### src/rtl/alu_pkg.sv
// Shared definitions for the i16 ALU execute path: operation encodings
// and the state type used by the multi-cycle units.
package alu_pkg;

    localparam logic [1:0] OP_NEG  = 2'b00;
    localparam logic [1:0] OP_ABS  = 2'b01;
    localparam logic [1:0] OP_NOT  = 2'b10;
    localparam logic [1:0] OP_PASS = 2'b11;

    typedef enum logic [1:0] {
        IDLE = 2'b00,
        RUN  = 2'b01,
        DONE = 2'b10
    } state_t;

endpackage

### src/rtl/negator_digit.sv
// One DIGIT-bit slice of the serial negator: conditionally inverts the
// digit and adds the incoming carry, producing the sum digit and carry-out.
module negator_digit #(
    parameter int DIGIT = 4
) (
    input  logic [DIGIT-1:0] digit,
    input  logic             invert,
    input  logic             cin,
    output logic [DIGIT-1:0] sum,
    output logic             cout
);

    logic [DIGIT-1:0] operand;
    logic [DIGIT:0]   total;

    // Ones-complement the digit when requested, then ripple in the carry;
    // the extra top bit of the widened sum is the carry into the next digit.
    always_comb begin
        operand = digit ^ {DIGIT{invert}};
        total   = {1'b0, operand} + {{DIGIT{1'b0}}, cin};
        sum     = total[DIGIT-1:0];
        cout    = total[DIGIT];
    end

endmodule

### src/rtl/serial_negator.sv
// Multi-cycle NEG/ABS/NOT/PASS unit. The operand is consumed DIGIT bits per
// cycle, LSB first, through a single time-multiplexed negator_digit slice.
// The result only becomes visible when the last digit lands, so a reset or
// a half-finished operation never exposes a partial value on r.
module serial_negator
    import alu_pkg::*;
#(
    parameter int WIDTH = 16,
    parameter int DIGIT = 4
) (
    input  logic             clk,
    input  logic             rst,
    input  logic             in_valid,
    output logic             in_ready,
    input  logic [1:0]       op,
    input  logic [WIDTH-1:0] a,
    output logic             out_valid,
    input  logic             out_ready,
    output logic [WIDTH-1:0] r,
    output logic             ovf
);

    localparam int N  = WIDTH / DIGIT;
    localparam int CW = (N > 1) ? $clog2(N) : 1;
    localparam logic [WIDTH-1:0] MOST_NEG = {1'b1, {(WIDTH-1){1'b0}}};
    localparam logic [CW-1:0]    LAST_DIGIT = CW'(N - 1);

    state_t               state;
    state_t               next_state;
    logic [CW-1:0]        cnt;
    logic [WIDTH-1:0]     opnd;
    logic [WIDTH-1:0]     acc;
    logic                 inv;
    logic                 carry;
    logic                 ovf_pend;

    logic                 accept_inv;
    logic                 accept_cin;
    logic                 accept_ovf;
    logic                 last;
    logic [DIGIT-1:0]     dsum;
    logic                 dcout;
    logic [WIDTH+DIGIT-1:0] shifted;

    negator_digit #(.DIGIT(DIGIT)) u_digit (
        .digit  (opnd[DIGIT-1:0]),
        .invert (inv),
        .cin    (carry),
        .sum    (dsum),
        .cout   (dcout)
    );

    // New sum digit enters at the top of the result register; after N
    // shifts the first digit has reached the LSB position.
    assign shifted = {dsum, acc};
    assign last    = (cnt == LAST_DIGIT);

    // Decode invert / carry-in / overflow for the operation being accepted.
    // The most-negative operand has no positive counterpart, so NEG and ABS
    // of it wrap back to itself and raise ovf.
    always_comb begin
        accept_inv = 1'b0;
        accept_cin = 1'b0;
        case (op)
            OP_NEG: begin
                accept_inv = 1'b1;
                accept_cin = 1'b1;
            end
            OP_ABS: begin
                accept_inv = a[WIDTH-1];
                accept_cin = a[WIDTH-1];
            end
            OP_NOT: begin
                accept_inv = 1'b1;
                accept_cin = 1'b0;
            end
            default: begin
                accept_inv = 1'b0;
                accept_cin = 1'b0;
            end
        endcase
        accept_ovf = ((op == OP_NEG) || (op == OP_ABS)) && (a == MOST_NEG);
    end

    // State register.
    always_ff @(posedge clk or posedge rst) begin
        if (rst) begin
            state <= IDLE;
        end else begin
            state <= next_state;
        end
    end

    // Next-state and handshake outputs, decoded from the registered state
    // only so neither ready nor valid depends combinationally on an input.
    always_comb begin
        next_state = state;
        in_ready   = 1'b0;
        out_valid  = 1'b0;
        case (state)
            IDLE: begin
                in_ready = 1'b1;
                if (in_valid) begin
                    next_state = RUN;
                end
            end
            RUN: begin
                if (last) begin
                    next_state = DONE;
                end
            end
            DONE: begin
                out_valid = 1'b1;
                if (out_ready) begin
                    next_state = IDLE;
                end
            end
            default: begin
                next_state = IDLE;
            end
        endcase
    end

    // Datapath: latch the operand on accept, then walk one digit per RUN
    // cycle. r/ovf are written only on the final digit and otherwise hold.
    always_ff @(posedge clk or posedge rst) begin
        if (rst) begin
            cnt      <= '0;
            opnd     <= '0;
            acc      <= '0;
            inv      <= 1'b0;
            carry    <= 1'b0;
            ovf_pend <= 1'b0;
            r        <= '0;
            ovf      <= 1'b0;
        end else begin
            case (state)
                IDLE: begin
                    if (in_valid) begin
                        opnd     <= a;
                        inv      <= accept_inv;
                        carry    <= accept_cin;
                        ovf_pend <= accept_ovf;
                        cnt      <= '0;
                        acc      <= '0;
                    end
                end
                RUN: begin
                    opnd  <= opnd >> DIGIT;
                    acc   <= shifted[WIDTH+DIGIT-1:DIGIT];
                    carry <= dcout;
                    cnt   <= cnt + CW'(1);
                    if (last) begin
                        r   <= shifted[WIDTH+DIGIT-1:DIGIT];
                        ovf <= ovf_pend;
                    end
                end
                default: begin
                end
            endcase
        end
    end

endmodule

### config.mk
export PLATFORM = sky130hd
export DESIGN_NAME = serial_negator
export DESIGN_NICKNAME = d
export VERILOG_FILES = /design/src/rtl/alu_pkg.sv /design/src/rtl/negator_digit.sv /design/src/rtl/serial_negator.sv
export SDC_FILE = /design/constraint.sdc
export NUM_CORES = 1
export LEC_CHECK = 0
export ABC_AREA = 1
export CAP_MARGIN = 20
export CELL_PAD_IN_SITES_DETAIL_PLACEMENT = 2
export CELL_PAD_IN_SITES_GLOBAL_PLACEMENT = 2
export CORE_MARGIN = 3
export CORE_UTILIZATION = 30
export DETAILED_ROUTE_END_ITERATION = 8
export DONT_BUFFER_PORTS = 1
export HOLD_SLACK_MARGIN = 0.1
export PLACE_DENSITY_LB_ADDON = 0.1
export SYNTH_ARGS = -nofsm -noshare
export SYNTH_HDL_FRONTEND = slang
export SYNTH_HIERARCHICAL = 1
export SYNTH_SLANG_ARGS = --single-unit
### constraint.sdc
create_clock -name clk -period 2.1 [get_ports clk]
set_input_delay 0.21 -clock clk [delete_from_list [all_inputs] [get_ports clk]]
set_output_delay 0.21 -clock clk [all_outputs]
set_load 0.01 [all_outputs]
==> impl.org, run 1 <==
** Synthesis
- For this run, the number of Yosys warnings is 6.
- Counting flops and latches in the post-synthesis netlist gives 52.
- Counting flops with an async set or reset pin after synthesis yields a share of 100%.
- The synthesized netlist occupies a cell area of 2430 sq um.
- The netlist uses 27 different library cells.
- Yosys mapped a number of flops with a built-in enable equal to 0.
- Synthesis produced a netlist whose cell count is 271.
- Leading register cell type out of synthesis :: sky130_fd_sc_hd__dfrtp_1
- Synth Area per Inst :: 8.98 sq um
- Proportion of synthesized chip area in sequential cells :: 53.4%
- Net count after synthesis :: between 200 and 300

** Clock tree
- Bufs on Longest Clock Path :: 2
- The clock reaches the later pin of the worst-skew pair after 0.31 ns.
- The cell sitting at the root of the clock tree is a sky130_fd_sc_hd__clkbuf_8.
- Gates resized during post-CTS repair numbered 0.
- The tree built by TritonCTS fans out to 52 sinks.
- Number of buffers created by CTS :: 5
- Clock Pin Slew Worst Setup and Hold Paths :: 0.10 ns
- TritonCTS built the clock tree.
- CTS built an H-tree with a depth of 2.

** Power and ir drop
- Power spread over the standard cell area amounts to ~1500 nW/um^2.
- Maximum resistive drop on vdd :: roughly 470 uV
- The analysis attributes to cell leakage a power of 1.27 nW.
- After layout, the design draws a total of 4.00 mW.

** GRT
- The first global-routing pass estimated around 9.7 mm of wire.
- Entering global routing, the biggest net connects 36 pins.
- Vias in the first global route :: 1929
- Global routing finished with a remaining overflow of 0.
- For this run, global-route usage on met2 was measured as 22.0%.
- The number of antenna violations at the first check in global routing was 0.
- Busiest metal layer after global routing :: met2
- Gr usage total :: 13.6%
- Routing usage on met3 :: 3.05%
- In the global route stage, met1 resource usage came out at 18.2%.

** Layout
- The final layout contains 302 nets.
- The post-route netlist has 15.1% of its cells at a drive strength greater than 1.
- Post-synthesis to final-layout area growth :: 9.97%
- The number of antenna diodes in the final layout is 0.
- Non-filler cells in the finished layout :: 380

** Critical path
- Reg2reg start :: inv$_DFFE_PP0P_
- The critical path contains buffers and inverters numbering 2 combined.
- The worst register-to-register path has a depth of 9.
- Critical Setup Path Class :: flip-flop to flip-flop
- Worst reg2reg endpoint :: carry$_DFFE_PP0P_
- Instance count on the critical path :: 9
- Required time of the critical path :: 2.33 ns
- Highest fanout seen on the critical path :: 7
- Delay contributed by the slowest stage of the critical path :: 0.60 ns
- STA classifies the critical path endpoint as a flip-flop.
- The worst register-to-register path has a setup slack of 0.35 ns.
- Walking the worst path, the cells encountered are xor2_1 > ha_1 > ha_1 > inv_1 > nor3_2 > inv_1 > nor2_1 > a21oi_1 > o21ai_0.
- Startpoint class of the critical path :: flip-flop
- Tracing the worst setup path back leads to its startpoint at inv$_DFFE_PP0P_.
- Top delay family on crit path :: flip-flops
- Among all stages on the critical path, the largest delay is contributed by sky130_fd_sc_hd__dfrtp_1.
- Crit path arrival time :: 1.98 ns
- CP endpoint :: carry$_DFFE_PP0P_

** STA
- Clock skew on the completed layout was measured at 0.0123 ns.
- Final worst path period need :: 1.75 ns
- Hold is met by around 0.13 ns.
- The worst pin sits at a relative slew slack of between 60% and 70%.
- At the pin with the least slew margin, the transition time is 0.529 ns.
- Number of max-slew violations in the final report :: 0
- The worst path uses between 80% and 90% of the clock period.
- Post-route setup TNS :: 0 ns
- Upper clock frequency limit :: approximately 0.57 GHz
- Setup violations remaining at the end of the flow were counted as 0.
- The final hold violation count was 0.
- Setup repair after global routing left no endpoint under its margin.

** Floorplan
- Die boundary width :: 96.1 microns
- Core Footprint :: ~8000 sq um
- Chip height :: between 90 and 100 microns
- Core Rows :: 32
- IO Pins :: 41
- The initial utilization of the core area, before any placement, comes to 31.2%.
- The floorplan step defined a die boundary enclosing just over 9000 sq um.

** Routing
- The detail route stage leaves a number of antenna-violating nets equal to 0.
- Vias per inst :: 4.60
- DRC violation total after the first TritonRoute iteration :: 30
- Across all layers, the routed design uses 1748 vias.
- Dividing the detail-routed wire length by the instance count gives 15.0 microns.
- Remaining DRCs :: 0
- Wirelength, routed :: 5.68 mm
- First-pass iteration count of the detailed router :: 4

** Job
- Max-cap violations in this run came to 0.

** Place
- The count of buffers added on input and output ports is 0.
- Cell total after placement :: 365
- The congestion estimate from routability-driven global placement came to 0.683.
- Summed over all nets, the half-perimeter wirelength after detailed placement is roughly 4 mm.

** Hold path
- Worst Hold Class :: input port to flip-flop
- In this run the most critical hold path is launched from a[8].

** Run status
- Result of the run :: completed
where the power goes:
group	total (mW)	internal [mW]	switching [mW]
logic	1.69	0.585	1.11
clock network	0.587	0.238	0.349
registers	1.72	1.41	0.310
total	4.00	2.23	1.77
kinds of logic (layout without fill, tap and decap cells):
logic type	count (synthesis)	count (layout)	share of synthesized area [%]
adder cells (fa/ha/maj)	3	3	1.54
buffers and inverters	53	60	10.2
AND/OR/NAND/NOR	102	102	17.8
XOR/XNOR	3	3	1.39
AO/OA/AOI/OAI	58	58	15.6
flip-flops	52	52	53.4
stage by stage:
| stage | cell area [sq um] | utilization [%] | worst slack (ns) |
|---|---|---|---|
| final | 2680 | 34.3 | 0.352 |
| after global routing | 2680 | 34.3 | 0.137 |
| after CTS | 2680 | 34.3 | 0.321 |
| after detailed placement | 2520 | 32.3 | 0.349 |
| after global placement | 2520 | 32.3 | 0.427 |
| after floorplan | 2430 | - | 0.564 |
worst min path at each step:
stage | cells past startpoint | endpoint
after floorplan | 1 | state[1]$_DFFE_PP0P_
after detailed placement | 1 | r[7]$_DFFE_PP0P_
after global placement | 1 | r[7]$_DFFE_PP0P_
after CTS | 4 | opnd[5]$_DFFE_PP0P_
final | 4 | opnd[8]$_DFFE_PP0P_
after global routing | 4 | opnd[8]$_DFFE_PP0P_
cell type report:
class                           instances  area (sq um)
Sequential cell                        52          1300
Fill cell                             902          5130
Clock inverter                          2          16.3
Tap cell                              102           128
Multi-Input combinational cell        166           886
Timing Repair Buffer                   11           113
Clock buffer                            6          72.6
Inverter                               41           161
registers in the layout (all words and copies together), names as in the netlist:
signal / count
r: 16
ovf_pend: 1
inv: 1
carry: 1
acc: 12
opnd: 16
state: 2
ovf: 1
cnt: 2
cell usage in the layout, fill, tap and decap left out, drive strengths merged:
cell type,count
nand2,81
nand3,6
clkbuf,6
nor2,14
o31ai,1
o21ai,43
xor2,2
ha,3
clkinvlp,1
xnor2,1
o22ai,12
buf,4
inv,41
dlygate4sd3,7
nor3,1
dfrtp,52
a21oi,1
o211ai,1
clkinv,1
tightest hold or removal path, stage by stage:
cell and delay, ns:
sky130_fd_sc_hd__nand2_1 0.03, sky130_fd_sc_hd__o21ai_0 0.06, sky130_fd_sc_hd__nand2_1 0.06, sky130_fd_sc_hd__o21ai_2 0.05
cells in the mapped netlist (2+ instances only):
master | instances | area [sq um]
sky130_fd_sc_hd__xor2_1 | 2 | 17.5
sky130_fd_sc_hd__nor2_1 | 13 | 48.8
sky130_fd_sc_hd__ha_1 | 3 | 37.5
sky130_fd_sc_hd__nand2_4 | 2 | 22.5
sky130_fd_sc_hd__o22ai_2 | 2 | 25.0
sky130_fd_sc_hd__nand3_1 | 5 | 25.0
sky130_fd_sc_hd__clkbuf_1 | 4 | 15.0
sky130_fd_sc_hd__nand2_2 | 6 | 37.5
sky130_fd_sc_hd__o21ai_0 | 31 | 155
sky130_fd_sc_hd__dfrtp_1 | 52 | 1300
sky130_fd_sc_hd__o21ai_2 | 11 | 96.3
sky130_fd_sc_hd__buf_6 | 5 | 56.3
sky130_fd_sc_hd__buf_2 | 3 | 15.0
sky130_fd_sc_hd__o22ai_1 | 10 | 62.6
sky130_fd_sc_hd__nand2_1 | 73 | 274
sky130_fd_sc_hd__inv_1 | 38 | 143
layer usage:
layer / wire (microns) / vias up
li1: - / 865
met1: 2690 / 856
met2: 2750 / 23
met3: 194 / 4
met4: 44 / 0
met5: 0 / -
repair_timing:
item	CTS	global route
buffers inserted	0	0
hold buffers	7	0
hold endpoints to repair	28	0
Power figures use the tool's default switching activity.
==> inputs of run 2 (changes only) <==
--- a/config.mk
+++ b/config.mk
@@ -5,7 +5,7 @@
 export SDC_FILE = /design/constraint.sdc
 export NUM_CORES = 1
 export LEC_CHECK = 0
-export ABC_AREA = 1
+export ABC_AREA = 0
 export CAP_MARGIN = 20
 export CELL_PAD_IN_SITES_DETAIL_PLACEMENT = 2
 export CELL_PAD_IN_SITES_GLOBAL_PLACEMENT = 2
==> constraint.sdc (replaced) <==
create_clock -name clk -period 1.5 [get_ports clk]
set_input_delay 0.15 -clock clk [delete_from_list [all_inputs] [get_ports clk]]
set_output_delay 0.15 -clock clk [all_outputs]
set_load 0.01 [all_outputs]
==> run 2 against run 1 <==
  * The run now ends with negative setup slack left
  * Core utilization grew 3.8 points
  * Total power grew 53%
  * Setup slack lost 0.49 ns
  * Combinational power grew 47%
  * Worst hold slack lost 0.023 ns
==> impl.org, run 2 <==
** Run status
- The run finished, with violations left.
- Violated checks :: negative setup slack

** Power and ir drop
- Total internal power :: around 3.8 mW
- For this design the static power due to leakage is 1.30 nW.
- Net switching is between 30% and 40% of the power.
- The design draws 6.12 mW.
- Maximum resistive drop on vdd :: 489 uV
- Power share of the clock group :: 18.3%
- The share of total power dissipated in sequential elements is 41.2%.
- Summed over all nets, the switching power comes to 2.29 mW.
- Power density normalized to cell area :: 2070 nW/um^2
- The share of total power dissipated in combinational logic is between 40% and 50%.

** GRT
- For this run the aggregate overflow at the end of global routing stands at 0.
- Maximum number of pins on one net before global-route repair :: 38
- Vias in the first global route :: approximately 2000
- Global-route wire length before repair :: about 10 mm
- In the global route stage, overall resource usage came out at between 10% and 20%.
- Number of antenna violations at the first check in global routing :: 0

** STA
- RSZ-0062 raised after global routing :: yes
- In the final timing run, aggregate negative setup slack is -0.302 ns.
- Worst hold margin :: 0.110 ns
- Upper clock frequency limit :: 0.609 GHz
- After layout, the minimum clock period comes to 1.64 ns.
- Post-route worst setup slack :: -0.142 ns
- The number of pins with negative max-slew slack in the final report is 0.
- Measured slew at the worst slew-check pin :: 0.488 ns
- The final hold violation count came to 0.
- In this run the tightest slew margin relative to its limit is 67.2%.
- Worst Clk Skew :: just under 0.006 ns
- Setup violations remaining at the end of the flow were counted as 5.
- Dividing the final minimum period by the clock period gives 109%.

** Critical path
- Data on the critical path arrives at its endpoint at 1.84 ns.
- Cell with the biggest individual delay on the critical path :: sky130_fd_sc_hd__dfrtp_1
- Along the worst path, the maximum fanout reaches 3.
- Top delay family on crit path :: XOR/XNOR gates
- Delay contributed by the slowest stage of the critical path :: 0.41 ns
- The worst setup path is launched from a flip-flop.
- The worst setup path is captured at a flip-flop.
- Data on the critical path is required at its endpoint by about 1.7 ns.
- CP Cell Sequence :: xor2_1 > ha_2 > ha_4 > xnor2_2 > xnor2_1 > mux2_4
- The critical path contains buffers and inverters numbering 0 combined.
- Critical Setup Path Class :: flip-flop to flip-flop

** Place
- Detailed placement ended at an HPWL of approximately 4.2 mm.
- Cell total after placement :: 317
- Placer Congestion :: 0.739
- Input/output buffers :: 0

** Synthesis
- Of all flip-flops after synthesis, the portion carrying an async set or reset was 100%.
- Synth Area per Inst :: 11.2 sq um
- The synthesized design contains 52 register bits.
- Leading cell type by number of instances after synthesis :: sky130_fd_sc_hd__dfrtp_1
- Number of enable flip-flop cells after synthesis :: 0
- In the synthesized netlist the dominant register cell turns out to be sky130_fd_sc_hd__dfrtp_1.
- The cell area that synthesis handed to floorplanning was 2410 sq um.
- Cell type with the highest aggregate area in the netlist :: sky130_fd_sc_hd__dfrtp_1
- Counting instances in the post-synthesis netlist gives the leading cell types as sky130_fd_sc_hd__dfrtp_1 (52), sky130_fd_sc_hd__nand2_1 (47), sky130_fd_sc_hd__o21ai_0 (19).
- Sequential cells were found to cover 54.0% of the synthesized design area.
- Net count after synthesis :: 241
- Area share of the leading cell type in the synthesized netlist :: 54.0%
- Mapped Cells :: between 200 and 250
- Library cells used by synthesis :: 34
- Syn. warnings :: 6
- Largest cells by area after synthesis :: sky130_fd_sc_hd__dfrtp_1 (54%), sky130_fd_sc_hd__nand2_1 (7.3%), sky130_fd_sc_hd__mux2_4 (5.6%)

** Routing
- Vias per inst :: 4.95
- Summed over all layers, the routed wires come to around 6 mm.
- Remaining DRCs :: 0
- Average routed wire per standard cell :: 17.8 microns
- The first routing iteration left 35 violations.
- Post-detailed-route count of antenna-violating nets :: 0
- First-pass iteration count of the detailed router :: 4
- The routed layout has 1713 vias.

** Clock tree
- CTS root buffer :: sky130_fd_sc_hd__clkbuf_8
- Clock latency on the worst-skew pair :: 0.30 ns
- Clock Pin Slew Worst Setup and Hold Paths :: 0.09 ns
- CTS built an H-tree with a depth of 2.
- Bufs on Longest Clock Path :: 2
- Number of buffers created by CTS :: 5
- The tree built by TritonCTS fans out to 52 sinks.
- TritonCTS clock tree :: yes

** Hold path
- The tightest min-delay check is of the input port to flip-flop type.

** Layout
- Most common cell after layout, fill and taps aside :: sky130_fd_sc_hd__dfrtp_1
- Share of final-layout standard cells stronger than drive strength 1 :: 20.9%
- Commonest cells after routing, fill and taps aside :: sky130_fd_sc_hd__dfrtp_1 (51), sky130_fd_sc_hd__nand2_1 (47), sky130_fd_sc_hd__dlygate4sd3_1 (21)
- Fin util :: 38.1%
- Antenna diode instance count :: 0
- Non-filler cells in the finished layout :: 346
- Compared with the post-synthesis result, the final layout area differs by 22.9%.
- Largest registers in the final layout :: opnd (16), r (16), acc (12)
- Total of fill cells in the finished design :: 827
- Final net count :: 269

** Job
- Across the run, the number of max-cap violations was 0.

** Floorplan
- Chip height :: 95.6 microns
- IO Pins :: 41
- Core Footprint :: 7770 sq um
- Area of the die :: 9140 sq um
- Initial Util :: 31.0%
- Core Rows :: 32
- Die boundary width :: 95.6 microns
==> run 2: cell families (layout without fill, tap and decap cells) <==
family / after synthesis / count (layout) / share of synthesized area, %
adder cells (fa/ha/maj): 3 / 3 / 1.56
AND/OR/NAND/NOR: 72 / 72 / 14.5
AO/OA/AOI/OAI: 42 / 42 / 9.97
multiplexers: 29 / 29 / 14.3
flip-flops: 52 / 52 / 54.0
XOR/XNOR: 4 / 4 / 1.45
buffers and inverters: 14 / 42 / 4.21
==> run 2: power groups by stage <==
stage	combinational (mW)	sequential [mW]	clock [mW]
final	2.48	2.53	1.12
after global routing	2.81	2.62	1.20
after CTS	2.47	2.55	1.16
after detailed placement	2.34	2.57	0
after global placement	2.26	2.52	0
after floorplan	1.89	2.37	0
==> run 2: final cells by class <==
| cell class | count | area (sq um) | area share, % |
|---|---|---|---|
| sequential | 52 | 1300 | 44.0 |
| multi-input combinational | 150 | 1070 | 36.0 |
| timing repair buffer | 33 | 329 | 11.1 |
| tap | 102 | 128 | 4.31 |
| clock buffer | 5 | 68.8 | 2.32 |
| clock inverter | 2 | 60.1 | 2.03 |
| inverter | 2 | 7.51 | 0.253 |
==> run 2: timing repair <==
item	CTS	global route
endpoints found under the hold margin	38	0
hold buffers	21	0
setup endpoints to repair	5	11
pin swaps	2	1
setup buffers	0	1
resized for setup	8	5
==> run 2: worst reg2reg max path: cells and delay by family, from the launching register on <==
family                   cells  cell delay [ns]
flip-flops                   1             0.41
XOR/XNOR                     3             0.45
multiplexers                 1             0.27
adder cells (fa/ha/maj)      2             0.40
==> run 2: per-layer routing <==
| layer | part of all wire [%] | GRT usage (%) |
|---|---|---|
| met1 | 41 | 16.4 |
| met2 | 53 | 27.4 |
| met3 | 4.4 | 2.84 |
| met4 | 1.2 | 3.91 |
| met5 | 0 | 0 |
==> run 2: worst paths after layout <==
path	startpoint	endpoint	slack, ns	cells after the start
max	opnd[0]$_DFFE_PP0P_	r[14]$_DFFE_PP0P_	-0.14	6
min	a[1]	ovf_pend$_DFFE_PP0P_	0.11	3
max reg2reg	opnd[0]$_DFFE_PP0P_	r[14]$_DFFE_PP0P_	-0.14	6
min reg2reg	opnd[6]$_DFFE_PP0P_	opnd[2]$_DFFE_PP0P_	0.51	2
max in group asynchronous	rst	acc[7]$_DFFE_PP0P_	0.67	3
min in group asynchronous	rst	inv$_DFFE_PP0P_	0.30	2
==> run 2: metrics by stage <==
stage | worst slack [ns] | cell area (sq um)
final | -0.142 | 2960
after global routing | -0.194 | 2960
after CTS | -0.125 | 2930
after detailed placement | -0.131 | 2570
after global placement | -0.0513 | 2570
after floorplan | -0.135 | 2430
